### config.mk
export PLATFORM = sky130hd
export DESIGN_NAME = instr_encoder_loader
export DESIGN_NICKNAME = d
export VERILOG_FILES = /design/src/rtl/instr_encoder_loader.sv
export SDC_FILE = /design/constraint.sdc
export NUM_CORES = 1
export LEC_CHECK = 0
export CAP_MARGIN = 20
export CORE_MARGIN = 3
export CORE_UTILIZATION = 35
export CTS_CLUSTER_SIZE = 12
export DETAILED_ROUTE_END_ITERATION = 16
export DONT_BUFFER_PORTS = 1
export PLACE_DENSITY = 0.56
export SLEW_MARGIN = 20
export SYNTH_ARGS = -nofsm -noshare
export SYNTH_HDL_FRONTEND = slang
export SYNTH_SLANG_ARGS = --single-unit
### constraint.sdc
create_clock -name clk -period 2.5 [get_ports clk]
set_clock_uncertainty 0.05 [all_clocks]
set_input_delay 0.375 -clock clk [delete_from_list [all_inputs] [get_ports clk]]
set_output_delay 0.375 -clock clk [all_outputs]
set_load 0.03 [all_outputs]
### src/rtl/instr_encoder_loader.sv
// ---------------------------------------------------------------------------
// instr_encoder_loader
//
// Converts symbolic instruction requests (kind + fields) into 32-bit MIPS
// words. The opcode table matches the one the main decoder recognises.
// Encoded words are queued in a small FIFO. They are then streamed to the
// instruction-memory write port at consecutive word addresses, starting at
// BASE_ADDR. The block is used for boot loading and for injecting test
// programs ahead of the pipelined core.
//
// Ports
//   clk, reset        rising-edge clock, synchronous active-high reset
//   req_valid/ready   request handshake (ready = FIFO not full)
//   req_kind          0 RTYPE, 1 LW, 2 SW, 3 BEQ, 4 ADDI, 5 J, 6/7 illegal
//   req_rs/rt/rd      register fields
//   req_funct         R-type function field
//   req_imm           16-bit immediate / offset
//   req_target        26-bit jump target
//   wvalid/wready     imem write handshake
//   waddr, wdata      byte address and encoded word of the FIFO head
//   err_illegal       one-cycle pulse after an illegal kind is accepted
//   err_count         saturating count of accepted illegal requests
//   level             FIFO occupancy
//   idle              FIFO empty
// ---------------------------------------------------------------------------
module instr_encoder_loader #(
    parameter int                    DEPTH      = 4,
    parameter int                    ADDR_WIDTH = 32,
    parameter logic [ADDR_WIDTH-1:0] BASE_ADDR  = '0
) (
    input  logic                    clk,
    input  logic                    reset,
    input  logic                    req_valid,
    output logic                    req_ready,
    input  logic [2:0]              req_kind,
    input  logic [4:0]              req_rs,
    input  logic [4:0]              req_rt,
    input  logic [4:0]              req_rd,
    input  logic [5:0]              req_funct,
    input  logic [15:0]             req_imm,
    input  logic [25:0]             req_target,
    output logic                    wvalid,
    input  logic                    wready,
    output logic [ADDR_WIDTH-1:0]   waddr,
    output logic [31:0]             wdata,
    output logic                    err_illegal,
    output logic [7:0]              err_count,
    output logic [$clog2(DEPTH):0]  level,
    output logic                    idle
);

    localparam int PTR_W = $clog2(DEPTH);
    localparam int LVL_W = PTR_W + 1;
    localparam logic [LVL_W-1:0] FULL_LEVEL = LVL_W'(DEPTH);

    // Request kinds
    localparam logic [2:0] KIND_RTYPE = 3'd0;
    localparam logic [2:0] KIND_LW    = 3'd1;
    localparam logic [2:0] KIND_SW    = 3'd2;
    localparam logic [2:0] KIND_BEQ   = 3'd3;
    localparam logic [2:0] KIND_ADDI  = 3'd4;
    localparam logic [2:0] KIND_J     = 3'd5;

    // Primary opcodes shared with the decoder
    localparam logic [5:0] OP_RTYPE = 6'b000000;
    localparam logic [5:0] OP_LW    = 6'b100011;
    localparam logic [5:0] OP_SW    = 6'b101011;
    localparam logic [5:0] OP_BEQ   = 6'b000100;
    localparam logic [5:0] OP_ADDI  = 6'b001000;
    localparam logic [5:0] OP_J     = 6'b000010;

    // ------------------------------------------------------------------
    // State
    // ------------------------------------------------------------------
    logic [31:0]           mem [DEPTH];
    logic [PTR_W-1:0]      wr_ptr_reg;
    logic [PTR_W-1:0]      rd_ptr_reg;
    logic [LVL_W-1:0]      level_reg;
    logic [ADDR_WIDTH-1:0] waddr_reg;
    logic                  err_illegal_reg;
    logic [7:0]            err_count_reg;

    // ------------------------------------------------------------------
    // Combinational encoder
    // ------------------------------------------------------------------
    logic [31:0] word_next;
    logic        kind_legal;

    always_comb begin
        word_next  = '0;
        kind_legal = 1'b1;
        case (req_kind)
            KIND_RTYPE: word_next = {OP_RTYPE, req_rs, req_rt, req_rd, 5'b00000, req_funct};
            KIND_LW:    word_next = {OP_LW,    req_rs, req_rt, req_imm};
            KIND_SW:    word_next = {OP_SW,    req_rs, req_rt, req_imm};
            KIND_BEQ:   word_next = {OP_BEQ,   req_rs, req_rt, req_imm};
            KIND_ADDI:  word_next = {OP_ADDI,  req_rs, req_rt, req_imm};
            KIND_J:     word_next = {OP_J,     req_target};
            default:    kind_legal = 1'b0;
        endcase
    end

    // ------------------------------------------------------------------
    // Handshakes
    // ------------------------------------------------------------------
    logic full;
    logic empty;
    logic accept;
    logic push;
    logic pop;

    // Ready is derived from registered occupancy only. A pop in the same
    // cycle does not make room for the request, which keeps wready off
    // the req_ready path.
    assign full   = (level_reg == FULL_LEVEL);
    assign empty  = (level_reg == '0);
    assign accept = req_valid && !full;
    assign push   = accept && kind_legal;
    assign pop    = !empty && wready;

    // ------------------------------------------------------------------
    // FIFO storage (no reset: contents are meaningless while empty)
    // ------------------------------------------------------------------
    always_ff @(posedge clk) begin
        if (push) begin
            mem[wr_ptr_reg] <= word_next;
        end
    end

    // ------------------------------------------------------------------
    // Pointers, occupancy and write address
    // ------------------------------------------------------------------
    always_ff @(posedge clk) begin
        if (reset) begin
            wr_ptr_reg <= '0;
            rd_ptr_reg <= '0;
            level_reg  <= '0;
            waddr_reg  <= BASE_ADDR;
        end else begin
            // DEPTH is a power of two, so pointers wrap naturally.
            if (push) begin
                wr_ptr_reg <= wr_ptr_reg + PTR_W'(1);
            end
            if (pop) begin
                rd_ptr_reg <= rd_ptr_reg + PTR_W'(1);
                // Wraps modulo 2^ADDR_WIDTH by width truncation.
                waddr_reg  <= waddr_reg + ADDR_WIDTH'(4);
            end
            case ({push, pop})
                2'b10:   level_reg <= level_reg + LVL_W'(1);
                2'b01:   level_reg <= level_reg - LVL_W'(1);
                default: level_reg <= level_reg;
            endcase
        end
    end

    // ------------------------------------------------------------------
    // Illegal-kind reporting
    // ------------------------------------------------------------------
    always_ff @(posedge clk) begin
        if (reset) begin
            err_illegal_reg <= 1'b0;
            err_count_reg   <= '0;
        end else begin
            err_illegal_reg <= accept && !kind_legal;
            if (accept && !kind_legal && (err_count_reg != 8'hFF)) begin
                err_count_reg <= err_count_reg + 8'd1;
            end
        end
    end

    // ------------------------------------------------------------------
    // Outputs. The head word comes straight from storage. It only changes
    // on a pop, so it stays stable while the write is stalled.
    // ------------------------------------------------------------------
    assign req_ready   = !full;
    assign wvalid      = !empty;
    assign wdata       = mem[rd_ptr_reg];
    assign waddr       = waddr_reg;
    assign err_illegal = err_illegal_reg;
    assign err_count   = err_count_reg;
    assign level       = level_reg;
    assign idle        = empty;

endmodule

Yosys cells after proc, flatten, opt, wreduce, memory -nomap -nowiden
Memories as Yosys holds them, arrays and structs flattened. A register that Yosys moved wholly into a read port is not among the register bits.
Index checks and enable logic that the tools add are counted.
Widths: inputs -> output; s select.
- eq/ne operators: 9
- reduce and logical (&&, ||, !) cells: 12
- $add $sub $neg: 6
- muxes and demuxes: 7
- operators by type and width (operator ; number):
    $pmux 32 s6 ; 1
    $add 32x3->32 const B ; 1
    $eq 3x3->1 const B ; 3
    $add 8x1->8 const B ; 1
    $ne 8x8->1 const B ; 1
    $eq 3x2->1 const B ; 2
    $logic_not 3->1 ; 2
    $pmux 3 s2 ; 1
    $reduce_or 6->1 ; 1
    $logic_and 1x1->1 ; 5
    $add 2x1->2 const B ; 2
    $mux 2 ; 2
    $add 3x1->3 const B ; 1
    $eq 3x1->1 const B ; 1
    $logic_not 1->1 ; 3
    $mux 1 ; 3
    $sub 3x1->3 const B ; 1
    $eq 2x1->1 const B ; 1
    $eq 2x2->1 const B ; 1
    $reduce_bool 2->1 ; 1
- bits in registers: 48
- word-level logic and storage cells: 41
- memories: 1
- RAM bits: 128
- memory list (memory ; depth ; width ; read ports ; clocked after memory_dff ; wr ports ; RTL line ; RTL):
    mem ; 4 ; 32 ; 1 ; 1 ; 1 ; 75 ; logic [31:0] mem [DEPTH];

Longest topological paths before layout
Gate-level depths: netlist of the first run.
- depth after elaboration: 6
- gate-level depth with buffers: 10

Worst setup path after synthesis of the first run
No wires, ideal clock.
- path type: flip-flop to flip-flop
- from: register level_reg[2] (netlist: level[2])
- to: register level_reg[2] (netlist: level[2])
- path slack: -0.194 ns
- arrival: 2.574 ns
- data required time: 2.380 ns
- period minus slack after synthesis: 2.694 ns
- cell stages (with the launch flop): 11
- path through: dfxtp_1 -> or3b_1 -> nand2_1 -> nor2_1 -> inv_1 -> ha_1 -> inv_1 -> fa_1 -> xor2_1 -> or3_1 -> a21oi_1
- longest elaborated chain between the ends: 6
- elaborated cells between the ends (all ways): 13
- ends and longest elaborated chain (item ; RTL line ; RTL):
    start, declared ; 78 ; logic [LVL_W-1:0] level_reg;
    start signal, assigned ; 150 ; 2'b10: level_reg <= level_reg + LVL_W'(1);
    start signal, assigned ; 151 ; 2'b01: level_reg <= level_reg - LVL_W'(1);
    start signal, assigned ; 152 ; default: level_reg <= level_reg;
    $eq 3x3->1 (*) ; 115 ; assign full = (level_reg == FULL_LEVEL);
    $logic_not 1->1 (*) ; -- ;
    named net req_ready ; 34 ; output logic req_ready,
    $logic_and 1x1->1 (*) ; 117 ; assign accept = req_valid && !full;
    $logic_and 1x1->1 (*) ; 118 ; assign push = accept && kind_legal;
    $eq 2x1->1 / $eq 2x2->1 (equally long branches) ; 149 ; case ({push, pop})
    $pmux 3 s2 / $reduce_bool 2->1 (equally long branches) ; -- ;
Mark *: on every way through the listed nets, which the timed path passes. The rest lies on a longest branch.
A chain may end at the register's enable or synchronous reset.

Worst setup path after layout of the first run
- from: register level_reg[1] (netlist: level[1])
- to: register level_reg[2] (netlist: level[2])
- longest elaborated chain between the ends: 6
- elaborated cells between the ends (all ways): 13
- ends and longest elaborated chain (item ; RTL line):
    $eq 3x3->1 ; 115
    $logic_not 1->1 ; 117
    $logic_and 1x1->1 ; 117
    $logic_and 1x1->1 ; 118
    $eq 2x1->1 / $eq 2x2->1 (equally long branches) ; 149
    $pmux 3 s2 / $reduce_bool 2->1 (equally long branches) ; --
Parallel ways exist; a longest one is shown, timed or not.

==> flow_metrics.py, run 1 <==
metrics = {
    "finish": {
        "nNetsFinal": 656,
        "drive_above_1_share_pct": 20.3,
        "finish.instance_area_mm2": 0.00862,
        "final_core_util_pct": 41.8,
        "area.growth.synth_to_final_pct": 15.0,
        "largest_reg_flops": 120,
        "stdcell_count": 862,
    },
    "setup_path": {
        "rrSetupSlack_ns": 0.1,
        "critical_path.max_fanout": 3,
        "crit_type": "reg -> reg",
        "timing.rr.end": "level[2]",
        "crit_path_end_kind": "register",
        "arrival_ns": 2.69,
        "r2r_cells": 10,
        "cp.required_ns": 2.79,
        "r2r_start": "level[1]",
        "start_kind": "register",
    },
    "yosys": {
        "synth-edff-count": 120,
        "synth_ff_type": "edfxtp_1",
        "yosysWarnings": 0,
        "synth_top_cell_area_share_pct": 48.1,
        "synthCells": 560,
        "ys_types": 45,
        "async_flop_share_pct": 0,
        "yosysTopAreaCell": "edfxtp_1",
        "synth_area_mm2": 0.00749,
        "synthesis.area_per_instance_um2": 13.4,
        "yosysSeqAreaShare_pct": 60.9,
        "synth.area.top_cells": "edfxtp_1 (48%), dfxtp_1 (13%), mux4_2 (9.0%), nor2b_1 (2.0%), nor2_1 (1.7%)",
        "ys_seq_elements": 168,
    },
    "sta": {
        "worstMarginPinSlew_ns": 0.895,
        "period_share_pct": 96.2,
        "setup_viol": 0,
        "max_freq_mhz": 416,
        "drv_slew": 0,
        "hold_violations": 0,
        "finalSetupTns_ns": 0,
        "min_period_ns": 2.40,
        "relSlewSlack_pct": 40.3,
        "rsz0062_at_grt": "false",
    },
    "routing": {
        "avgRoutedWirePerCell_um": 20.2,
        "routed_wl_um": 17400,
        "ant_nets": 0,
        "drt_first_iter_violations": 236,
        "post-route-drc-count": 0,
        "vias": 4689,
        "vias_per_cell": 5.44,
        "detail_route.first_pass.iterations": 4,
    },
    "run": {
        "maxCapViolCount": 0,
    },
    "die": {
        "boundaryPins": 149,
        "die_area_mm2": 0.0232,
        "die_h_um": 152,
        "core_area_mm2": 0.0206,
        "die_x_um": 152,
        "start_util_pct": 36.3,
        "num_rows": 52,
    },
    "global_routing": {
        "grt_overflow": 0,
        "antenna_found_initial": 5,
        "grt_usage_pct": 15.0,
        "grt_pass1_vias": 4872,
        "grt_max_degree": 62,
        "grt_first_pass_wirelength_um": 27500,
    },
    "pwr": {
        "cellPowerDensity_mw_per_mm2": 940,
        "ir_drop_mv": 0.598,
        "fin_total_pwr_mw": 8.10,
        "leakagePower_nw": 2.86,
    },
    "placed_design": {
        "port_buffers": 0,
        "dp_cells": 828,
        "gp_congestion": 0.836,
        "dpl-instance-area_mm2": 0.00796,
        "dp_hpwl_um": 11300,
    },
    "clock_network": {
        "clock_latency_ns": 0.42,
        "root_buffer": "clkbuf_16",
        "cts_max_level": 4,
        "cts_tree": "done",
        "clock_path_buffers": 2,
        "cts_setup_buffers": 0,
        "cts_made_buffers": 17,
        "clk_pin_slew_ns": 0.07,
        "cts.sinks": 168,
    },
    "worst_hold_path": {
        "hold_depth": 2,
        "hold_start": "req_valid",
        "hp-class": "in -> reg",
        "worstHoldEndpoint": "err_illegal",
    },
    "status": {
        "status": "completed",
    },
}
==> power by group <==
part / leakage [nW] / internal (mW) / total, mW / switching [mW]
sequential: 1.50 / 3.23 / 3.30 / 0.0672
clock: 0.307 / 1.70 / 2.81 / 1.12
combinational: 1.06 / 0.680 / 1.99 / 1.31
==> metrics by stage <==
stage	hold WS (ns)	setup slack [ns]
after CTS	0.0332	0.103
final	0.0582	0.0952
after global placement	0.405	0.222
after global routing	0.0507	0.0113
after floorplan	0.435	0.00235
after detailed placement	0.414	0.129
==> cell usage after synthesis (8+ instances only) <==
library cell	instances
and2_1	8
or3_1	8
buf_2	11
a21boi_0	11
nand2b_1	13
xor2_1	11
o21ai_0	12
nor4_1	12
a211oi_1	11
a221oi_1	11
nand4_1	9
inv_1	22
or4_1	9
nor2_1	33
edfxtp_1	120
o22ai_1	10
nand3_1	14
a21oi_1	19
mux2_2	11
nor2b_1	24
clkbuf_1	20
o31ai_1	9
mux2i_1	8
nand2_1	21
mux4_2	30
a22oi_1	10
dfxtp_1	48
==> cell families after synthesis <==
kind of cell / Yosys count / synth area share (%)
compound gates: 95 / 8.58
xor+xnor: 15 / 1.75
fa+ha+maj: 8 / 1.44
mux: 50 / 11.9
buf+inv: 61 / 3.44
flops: 168 / 60.9
other cells: 1 / 0.0500
simple gates: 162 / 11.9
==> cell usage in the layout, fill, tap and decap left out, types with 12 or more instances in the layout <==
cell type / n
nand2b_1: 13
mux4_2: 30
edfxtp_1: 120
nor2b_1: 24
nor4_1: 12
buf_4: 32
o21ai_0: 12
a21oi_1: 19
dfxtp_1: 46
clkbuf_16: 17
nor2_1: 33
nand3_1: 14
inv_1: 22
nand2_1: 21
==> routing by layer <==
layer | part of all wire (%) | global-route usage (%) | vias up
li1 | - | - | 2180
met5 | 0.25 | 0 | -
met1 | 41 | 18.1 | 2322
met2 | 49 | 25.2 | 162
met3 | 8.5 | 6.19 | 19
met4 | 0.79 | 3.60 | 6
==> worst max-delay path: stages (launching register included) <==
cell and delay [ns]:
dfxtp_1 0.32, or3b_4 0.39, nand2_1 0.09, nor2_1 0.05, inv_1 0.13, ha_1 0.21
inv_1 0.06, fa_1 0.38, xor2_1 0.16, or3_1 0.32, a21oi_1 0.16
==> final cells by class <==
class | count | area (um2)
well taps | 270 | 338
flip-flops and latches | 168 | 4570
fillers | 1919 | 12000
multi-input cells | 333 | 2690
diodes | 2 | 5.00
clock buffers | 17 | 425
inverters | 23 | 86.3
clock inverters | 14 | 209
repair buffers | 35 | 300
==> timing repair <==
item | 4_1_cts | 5_1_grt
hold buffers | 1 | 0
resized for setup | 0 | 0
hold endpoints to repair | 36 | 0
==> worst max path at each step <==
stage / start / endpoint / slack (ns) / cells past startpoint
floorplan: level[1] / level[2] / 0.002 / 10
global placement: level[1] / level[2] / 0.22 / 10
detailed placement: level[1] / level[2] / 0.13 / 10
CTS: level[1] / level[2] / 0.10 / 10
global route: level[2] / level[2] / 0.01 / 10
finish: level[1] / level[2] / 0.1 / 10
(Power assumes the default switching activity.)
==> run 2, diff against run 1 <==
--- a/config.mk
+++ b/config.mk
@@ -8,6 +8,7 @@
 export CAP_MARGIN = 20
 export CORE_MARGIN = 3
 export CORE_UTILIZATION = 35
+export CTS_BUF_LIST = sky130_fd_sc_hd__clkbuf_16
 export CTS_CLUSTER_SIZE = 12
 export DETAILED_ROUTE_END_ITERATION = 16
 export DONT_BUFFER_PORTS = 1
==> results of run 2 <==
The final DEF is identical to that of run 1; final timing and power are the same.
==> run 3, diff against run 2 <==
==> constraint.sdc (replaced) <==
create_clock -name clk -period 2.5 [get_ports clk]
set_clock_uncertainty 0.05 [all_clocks]
set_input_delay 0.375 -clock clk [delete_from_list [all_inputs] [get_ports clk]]
set_output_delay 0.375 -clock clk [all_outputs]
set_load 0.02 [all_outputs]
==> run 3 against run 2 <==
  * Final cell count down 1.3%
  * First-iteration DRC count down 24%
  * Wire length down 4.1%
  * Sequential share of layout area up 0.51 points
  * Setup slack better by 0.027 ns
  * Clock-buffer cell count unchanged
==> flow_metrics.py, run 3 (synthesis gave the netlist of run 1 again) <==
metrics = {
    "clock_network": {
        "cts_max_level": 4,
        "cts_made_buffers": 17,
        "cts_tree": "done",
        "clock_latency_ns": 0.42,
        "cts.sinks": 168,
        "clock_path_buffers": 2,
        "root_buffer": "clkbuf_16",
        "clk_pin_slew_ns": 0.07,
    },
    "setup_path": {
        "crit_path_end_kind": "register",
        "crit_chain": "or3b_4, nand2_2, nor2_1, inv_1, ha_2, inv_1, fa_1, xor2_1, or3_1, a21oi_2",
        "cp_slowest_stage_delay_ns": 0.46,
        "cp.required_ns": 2.82,
        "r2r_start": "level[0]",
        "crit_type": "reg -> reg",
        "crit_slowest_cell": "or3b_4",
        "start_kind": "register",
        "arrival_ns": 2.69,
        "crit_top_cell": "inv_1",
        "critical_path.max_fanout": 3,
        "cp-startpoint": "level[0]",
    },
    "sta": {
        "worstMarginPinSlew_ns": 0.903,
        "hold_violations": 0,
        "period_share_pct": 95.1,
        "min_period_ns": 2.38,
        "setup_viol": 0,
        "worst_slack_ns": 0.122,
        "finalSetupTns_ns": 0,
        "drv_slew": 0,
        "rsz0062_at_grt": "false",
        "max_freq_mhz": 420,
        "relSlewSlack_pct": 39.8,
    },
    "die": {
        "start_util_pct": 36.3,
        "num_rows": 52,
        "core_area_mm2": 0.0206,
        "die_area_mm2": 0.0232,
        "die_x_um": 152,
        "die_h_um": 152,
        "boundaryPins": 149,
    },
    "placed_design": {
        "dp_hpwl_um": 10900,
        "dp_cells": 818,
        "dp_slack_ns": 0.121,
        "gp_congestion": 0.789,
        "port_buffers": 0,
    },
    "routing": {
        "vias": 4592,
        "routed_wl_um": 16700,
        "post-route-drc-count": 0,
        "vias_per_cell": 5.40,
        "ant_nets": 0,
        "avgRoutedWirePerCell_um": 19.6,
        "drt_first_iter_violations": 180,
        "detail_route.first_pass.iterations": 4,
    },
    "pwr": {
        "fin_total_pwr_mw": 7.72,
        "leakagePower_nw": 2.80,
        "cellPowerDensity_mw_per_mm2": 905,
        "ir_drop_mv": 0.590,
    },
    "global_routing": {
        "grt_usage_pct": 14.5,
        "antenna_found_initial": 0,
        "grt_first_pass_wirelength_um": 26500,
        "grt_overflow": 0,
        "grt_max_degree": 62,
        "grt_pass1_vias": 4813,
    },
    "worst_hold_path": {
        "hp-class": "in -> reg",
        "hold_start": "req_valid",
    },
    "finish": {
        "nNetsFinal": 646,
        "n_antenna_cell": 0,
        "mostFrequentLayoutCell": "edfxtp_1",
        "largest_reg_flops": 120,
        "area.growth.synth_to_final_pct": 13.9,
        "final_core_util_pct": 41.4,
        "final_cell_mix": "edfxtp_1 (120), dfxtp_1 (47), nor2_1 (33)",
        "stdcell_count": 851,
        "drive_above_1_share_pct": 19.3,
    },
    "run": {
        "maxCapViolCount": 0,
    },
    "status": {
        "status": "completed",
    },
}
==> run 3: cell count changes in the layout (fill, tap and decap cells not counted), moves of 2 or more <==
cell,before,now
buf_4,32,21
inv_8,1,6
inv_6,5,1
bufinv_16,4,2
clkinv_4,3,1
diode_2,2,0
==> run 3: final timing paths <==
path / end / slack [ns] / cells past startpoint
min: err_illegal / 0.03 / 2
max reg2reg: level[2] / 0.12 / 10
max: level[2] / 0.12 / 10
min reg2reg: rd_ptr_reg[1] / 0.50 / 2
==> run 3: through the flow <==
stage | area, um2 | hold slack [ns]
CTS | 8520 | 0.0224
global route | 8530 | 0.0354
global placement | 7890 | 0.402
detailed placement | 7890 | 0.408
finish | 8530 | 0.0326
floorplan | 7500 | 0.435
==> run 3: area by class of cell <==
cell class              count  area [um2]
clock buffers              17         425
multi-input cells         333        2700
fillers                  1894       12100
well taps                 270         338
repair buffers             25         238
clock inverters            15         185
flip-flops and latches    168        4570
inverters                  23        86.3
==> run 3: routing by layer <==
metal	track usage [%]	wire, um	vias up
met5	0	0	-
met4	4.07	176	0
met3	4.83	1120	16
met2	25.3	8470	137
met1	17.3	6940	2279
li1	-	-	2160
==> run 3: what timing repair did <==
action / 4_1_cts / 5_1_grt
endpoints found under the setup margin: 0 / 1
resized for setup: 0 / 3
hold buffers: 1 / 0
hold endpoints to repair: 36 / 0
setup buffers: 0 / 0
==> run 3: critical path, delay by kind of cell, from the launching register on <==
kind | cells | cell delay, ns
adders and majority gates | 2 | 0.56
xor gates and xnor gates | 1 | 0.16
DFF | 1 | 0.32
AOI/OAI and AO/OA | 1 | 0.14
buffers and inverters | 2 | 0.14
and+or+nand+nor | 4 | 0.95
==> run 3: power by group <==
group          internal [mW]  switching [mW]  total [mW]
Combinational          0.657            1.09        1.75
Clock                   1.52            1.16        2.68
Sequential              3.23          0.0671        3.29
Total                   5.40            2.32        7.72
==> RTL edit 1 (flow settings as in run 2) <==
Reset style: asynchronous (`reset`), changed in 2 clocked blocks. Comments in the files are not updated.
--- a/src/rtl/instr_encoder_loader.sv
+++ b/src/rtl/instr_encoder_loader.sv
@@ -130,7 +130,7 @@
     // ------------------------------------------------------------------
     // Pointers, occupancy and write address
     // ------------------------------------------------------------------
-    always_ff @(posedge clk) begin
+    always_ff @(posedge clk or posedge reset) begin
         if (reset) begin
             wr_ptr_reg <= '0;
             rd_ptr_reg <= '0;
@@ -157,7 +157,7 @@
     // ------------------------------------------------------------------
     // Illegal-kind reporting
     // ------------------------------------------------------------------
-    always_ff @(posedge clk) begin
+    always_ff @(posedge clk or posedge reset) begin
         if (reset) begin
             err_illegal_reg <= 1'b0;
             err_count_reg   <= '0;
Behaviour: differs if reset is asserted again (counterexample within 4 cycles, from zero or initial values and one cycle with reset high); with reset held inactive, the same outputs for 4 cycles.
==> RTL edit 1 against run 2 <==
Hold slack better by 0.070 ns; sequential power increased by 15%; synthesized area decreased by 1.2%; maximum frequency grew 2.2%; combinational power increased by 46%; total power increased by 15%; sequential cell count decreased by 2; utilization shrank 0.10 points; final area is 0.87% lower; routed wire length down 6.1%; worst setup slack better by 0.052 ns; critical path depth is 8 lower.
==> RTL edit 1: results (changes against run 2) <==
Finish
  • NumNets Final: 594 (-9.5%)
  • Fin cells: 799 (-7.3%)
  • Largest register FFs: 120 (unchanged)
  • Fillers: 1862 (-3.0%)
  • N_diodes: 0 (-2)
  • Layout cells sized above 1: 21.6% (+1.2 points)

Yosys
  • EDFF count, synth: 120 (unchanged)
  • Post-synthesis async set-or-reset flop share: 27.7% (+28 points)
  • Synth top cells by count: 120 x edfxtp_1, 46 x dfrtp_1, 30 x mux4_2, 25 x nand2_1, 24 x inv_1
  • Synthesized instance count: 493 (-12%)
  • Post-synth top area share: 48.6% (+0.56 points)
  • Synth area leaders: edfxtp_1 49%, dfrtp_1 16%, mux4_2 9.1%, xnor2_1 2.5%, xor2_1 2.5%
  • Yosys cell types: 47 (+4.4%)
  • Seq/Total Area, Yosys: 64.2% (+3.3 points)
  • Synth warn: 0 (unchanged)

Clock tree
  • Post-CTS Setup Bufs: 0 (unchanged)
  • Clock buffer depth: 2 (unchanged)
  • Clock Latency Late Sink: about 0.43 ns
  • Root Buffer: clkbuf_16
  • CTS buffer count: 17 (unchanged)
  • H-tree depth: 4 (unchanged)
  • CTS clk-pin slew, worst paths: 0.07 ns (about the same)

Place
  • Gpl congestion: 0.773 (-7.5%)
  • IO Port Bufs: 0 (unchanged)
  • Placed instance count: 766 (-7.5%)
  • DPL Wire Length: 10900 µm (-3.1%)

Power and ir drop
  • P per Cell Area: 1090 nW/µm² (+16%)
  • Clock Power Share: 27.9% (-6.8 points)
  • Sw power: 0.00344 W (+38%)
  • Pleak: 3.14 nW (+9.6%)
  • Combinational Power: 0.00291 W (+46%)
  • Worst vdd ir: 0.428 mV (-28%)

Status
  • Status: finished clean

GRT
  • Vias in the first global route: 4410 (-9.5%)
  • First-pass GRT wire length: 25300 µm (-8.1%)
  • Largest net degree at the start of global routing: 62 (unchanged)
  • Gr usage total: 14.8% (-0.26 points)
  • Initial antenna violation count: 0 (-5)

Routing
  • WL/cell: 20.5 µm (+1.3%)
  • TritonRoute pass-1 iters: 4 (unchanged)
  • Vias/cell: 5.26 (-3.4%)
  • Initial drt markers: 229 (-3.0%)

Critical path
  • Crit-path max FO: 9 (+6)
  • CP arrival: 1.93 ns (-0.76 ns)
  • Reg2reg setup slack: 0.25 ns (+0.15 ns)

Timing
  • Worst slew pin tran: 0.600 ns (-0.295 ns)

Min path
  • Worst Hold Class: in -> reg

Flow run
  • Max cap viols: 0 (unchanged)
-- RTL edit 1: changes by cell type after synthesis, moves of 10 or more --
cell	delta
nor2_1	-20
dfrtp_1	+46
xor2_1	+10
dfxtp_1	-48
xnor2_1	+17
nor2b_1	-12
a21oi_1	-16
nor4_1	-11
-- RTL edit 1: path summary, 6_finish.rpt --
kind,startpoint,depth (start not counted),to
worst max register to register,level[0]$_DFFE_PP0P_,10,level[2]$_DFFE_PP0P_
worst max-delay path,rd_ptr_reg[0]$_DFFE_PP0P_,2,wdata[28]
min in group asynchronous,reset,2,waddr[11]$_DFFE_PP0P_
worst min register to register,wr_ptr_reg[1]$_DFFE_PP0P_,1,wr_ptr_reg[1]$_DFFE_PP0P_
worst min-delay path,req_kind[0],1,mem[0][29]$_DFFE_PP_
max in group asynchronous,reset,3,waddr[31]$_DFFE_PP0P_
-- RTL edit 1: worst max-delay path, stage by stage, from the launching register on --
cell	delay, ns
dfrtp_4	0.55
buf_4	0.27
mux4_2	0.67
-- RTL edit 1: per-stage QoR --
stage	area, µm²	hold WS (ns)	worst slack (ns)
6_report	8540	0.129	0.147
5_1_grt	8540	0.110	0.0267
4_1_cts	8540	0.0962	0.0137
3_5_place_dp	7930	0.256	0.248
3_3_place_gp	7930	0.242	0.323
2_1_floorplan	7420	0.484	0.111
-- RTL edit 1: repair_timing --
action | CTS | global route
endpoints found under the setup margin | 0 | 9
endpoints found under the hold margin | 20 | 0
gates resized for setup | 0 | 1
hold buffers | 1 | 0
-- RTL edit 1: cell type report --
class                   instances  area, µm²  share of cell area (%)
clock inverters                15        176                    2.07
flip-flops and latches        166       4760                    55.7
inverters                      24       90.1                    1.05
well taps                     270        338                    3.95
clock buffers                  17        425                    4.98
repair buffers                 28        300                    3.52
multi-input cells             279       2450                    28.7
-- RTL edit 1: logic make-up (layout without fill, tap and decap cells) --
| logic type | Yosys count | after routing | share of synthesized area [%] |
|---|---|---|---|
| AOI/OAI and AO/OA | 63 | 63 | 6.18 |
| xor gates and xnor gates | 42 | 42 | 4.97 |
| adders and majority gates | 8 | 8 | 1.45 |
| buffers and inverters | 50 | 84 | 2.91 |
| DFF | 166 | 166 | 64.2 |
| muxes | 39 | 39 | 10.4 |
| other | 1 | 3 | 0.0506 |
| and+or+nand+nor | 124 | 124 | 9.88 |
-- RTL edit 1: routing by layer --
metal | wire, µm | GRT usage (%) | vias up | part of all wire (%)
met3 | 1530 | 5.15 | 19 | 9.4
li1 | - | - | 1917 | -
met5 | 0 | 0 | - | 0
met1 | 6680 | 18.5 | 2105 | 41
met4 | 271 | 5.62 | 0 | 1.7
met2 | 7880 | 23.7 | 159 | 48
==> RTL edit 2 (settings of run 2) <==
Made on the original files. The parameter `DEPTH` goes from 4 to 16.
--- a/src/rtl/instr_encoder_loader.sv
+++ b/src/rtl/instr_encoder_loader.sv
@@ -24,7 +24,7 @@
 //   idle              FIFO empty
 // ---------------------------------------------------------------------------
 module instr_encoder_loader #(
-    parameter int                    DEPTH      = 4,
+    parameter int                    DEPTH      = 16,
     parameter int                    ADDR_WIDTH = 32,
     parameter logic [ADDR_WIDTH-1:0] BASE_ADDR  = '0
 ) (
Interface: changed (resized level); port bits go from 149 to 151. The function was not compared with the original's and may differ.
==> RTL edit 2 against run 2 <==
The run now ends with setup timing left; synthesized area increased to 2.9 times the old value; worst setup slack got worse by 0.54 ns; routed wire length increased to 3.1 times the old value; total power increased to 3.0 times the old value; hold slack got worse by 0.023 ns; final area increased to 3.0 times the old value; sequential cell count increased by 368; largest cell class unchanged.
==> RTL edit 2: results (changes against run 2) <==
Yosys
  • Seq/Total Area, Yosys: 71.3% (+10 points)
  • EDFF count, synth: 480 (+300%)
  • Post-Synth Adder-Cell Area: 0.632% (-0.80 points)
  • Synth area leaders: edfxtp_1 66%, mux4_2 16%, dfxtp_1 5.1%, clkbuf_1 0.69%, a21oi_1 0.67%
  • Yosys cell types: 58 (+29%)
  • Synth top cells by count: 480 x edfxtp_1, 150 x mux4_2, 56 x dfxtp_1, 40 x clkbuf_1, 31 x nor2_1
  • Post-synthesis mux area share: 16.3% (+4.4 points)

Critical path
  • Reg2reg setup slack: 0 ns (-0.10 ns)
  • Critical-path top delay cell: mux4_2
  • Worst R2R Start: level[0]$_SDFFE_PP0P_
  • Delay-heaviest family, CP: multiplexers
  • Crit-path max FO: 8 (+5)

Power and ir drop
  • Pleak: 8.32 nW (+190%)
  • Sw Share: 27.5% (-3.3 points)
  • Seq. pwr: 0.0102 W (+210%)
  • Combinational Power: 0.00633 W (+220%)

Finish
  • Layout cells sized above 1: 32.1% (+12 points)
  • NumNets Final: 1353 (+110%)
  • Largest register FFs: 480 (+300%)
  • Fillers: 5270 (+170%)

Routing
  • M1 WL: 22700 µm (+220%)
  • Wire length on met2: 26600 µm (+210%)
  • TritonRoute pass-1 iters: 5 (+1)
  • Met3 wire length: 3690 µm (+150%)
  • Via count: 11500 (+150%)
  • DR top layer: met4

GRT
  • M1 GR Usage: 21.9% (+3.8 points)
  • Initial antenna violation count: 0 (-5)
  • Gr usage total: 16.4% (+1.4 points)
  • Largest net degree at the start of global routing: 65 (+4.8%)
  • First-pass GRT wire length: 80100 µm (+190%)
  • GR Util met2: 27.2% (+2.0 points)
  • Met3 GRT Util: 3.73% (-2.5 points)

Timing
  • Relative slew slack: 41.2% (+0.89 points)
  • Worst setup margin: -0.442 ns (-0.538 ns)
  • Worst hold margin: 0.0351 ns (-0.0231 ns)
  • Setup Viol. Count Final: 31 (+31)

Status
  • Failing checks: setup timing
  • Status: finished, violations left

Min path
  • Hold Path Depth: 3 (+1)
  • Worst Hold Launch: wready

Clock tree
  • Post-CTS Setup Bufs: 13 (+13)
  • # hold bufs at CTS: 4 (+3)
  • CTS buffer count: 57 (+40)
  • Clock buffer depth: 3 (+1)

Place
  • Pre-CTS WS: -0.0356 ns (-0.164 ns)
  • Gpl congestion: 0.747 (-11%)
  • DPL Wire Length: 31500 µm (+180%)
[RTL edit 2: cell count changes after synthesis, sizes merged, moves of 7 or more]
cell | before | now
a21oi | 19 | 29
and3 | 3 | 17
buf | 18 | 35
clkbuf | 20 | 40
dfxtp | 48 | 56
edfxtp | 120 | 480
mux2 | 12 | 5
mux4 | 30 | 150
o211ai | 0 | 7
o31ai | 10 | 17
or4 | 9 | 17
[RTL edit 2: worst max-delay path by stage]
stage,cells past startpoint,startpoint,end,slack [ns]
2_1_floorplan,14,level[1]$_SDFFE_PP0P_,level[2]$_SDFFE_PP0P_,-0.41
3_3_place_gp,10,level[1]$_SDFFE_PP0P_,level[2]$_SDFFE_PP0P_,0.006
3_5_place_dp,10,level[1]$_SDFFE_PP0P_,level[2]$_SDFFE_PP0P_,-0.04
4_1_cts,4,flop,wdata[25],-0.48
5_1_grt,4,flop,wdata[24],-0.52
6_report,4,flop,wdata[8],-0.44
[RTL edit 2: through the flow]
| stage | cell area (µm²) | power, W | util (%) | setup TNS (ns) | cells |
|---|---|---|---|---|---|
| floorplan | 22000 | 0.0145 | - | -1.18 | 1144 |
| CTS | 25900 | 0.0245 | 42.5 | -13.90 | 2134 |
| global route | 26100 | 0.0254 | 42.8 | -14.89 | 2142 |
| global placement | 23800 | 0.0159 | 39.1 | 0 | 2015 |
| detailed placement | 23800 | 0.0160 | 39.1 | -0.0356 | 2015 |
| finish | 26100 | 0.0244 | 42.8 | -12.65 | 2143 |
[RTL edit 2: cell type report]
class                   instances  share of cell area, %
diodes                          1                0.00959
clock buffers                  57                   5.47
clock inverters                44                   1.15
inverters                      24                  0.365
multi-input cells             509                   23.0
flip-flops and latches        536                   59.6
well taps                     828                   3.97
repair buffers                144                   6.43
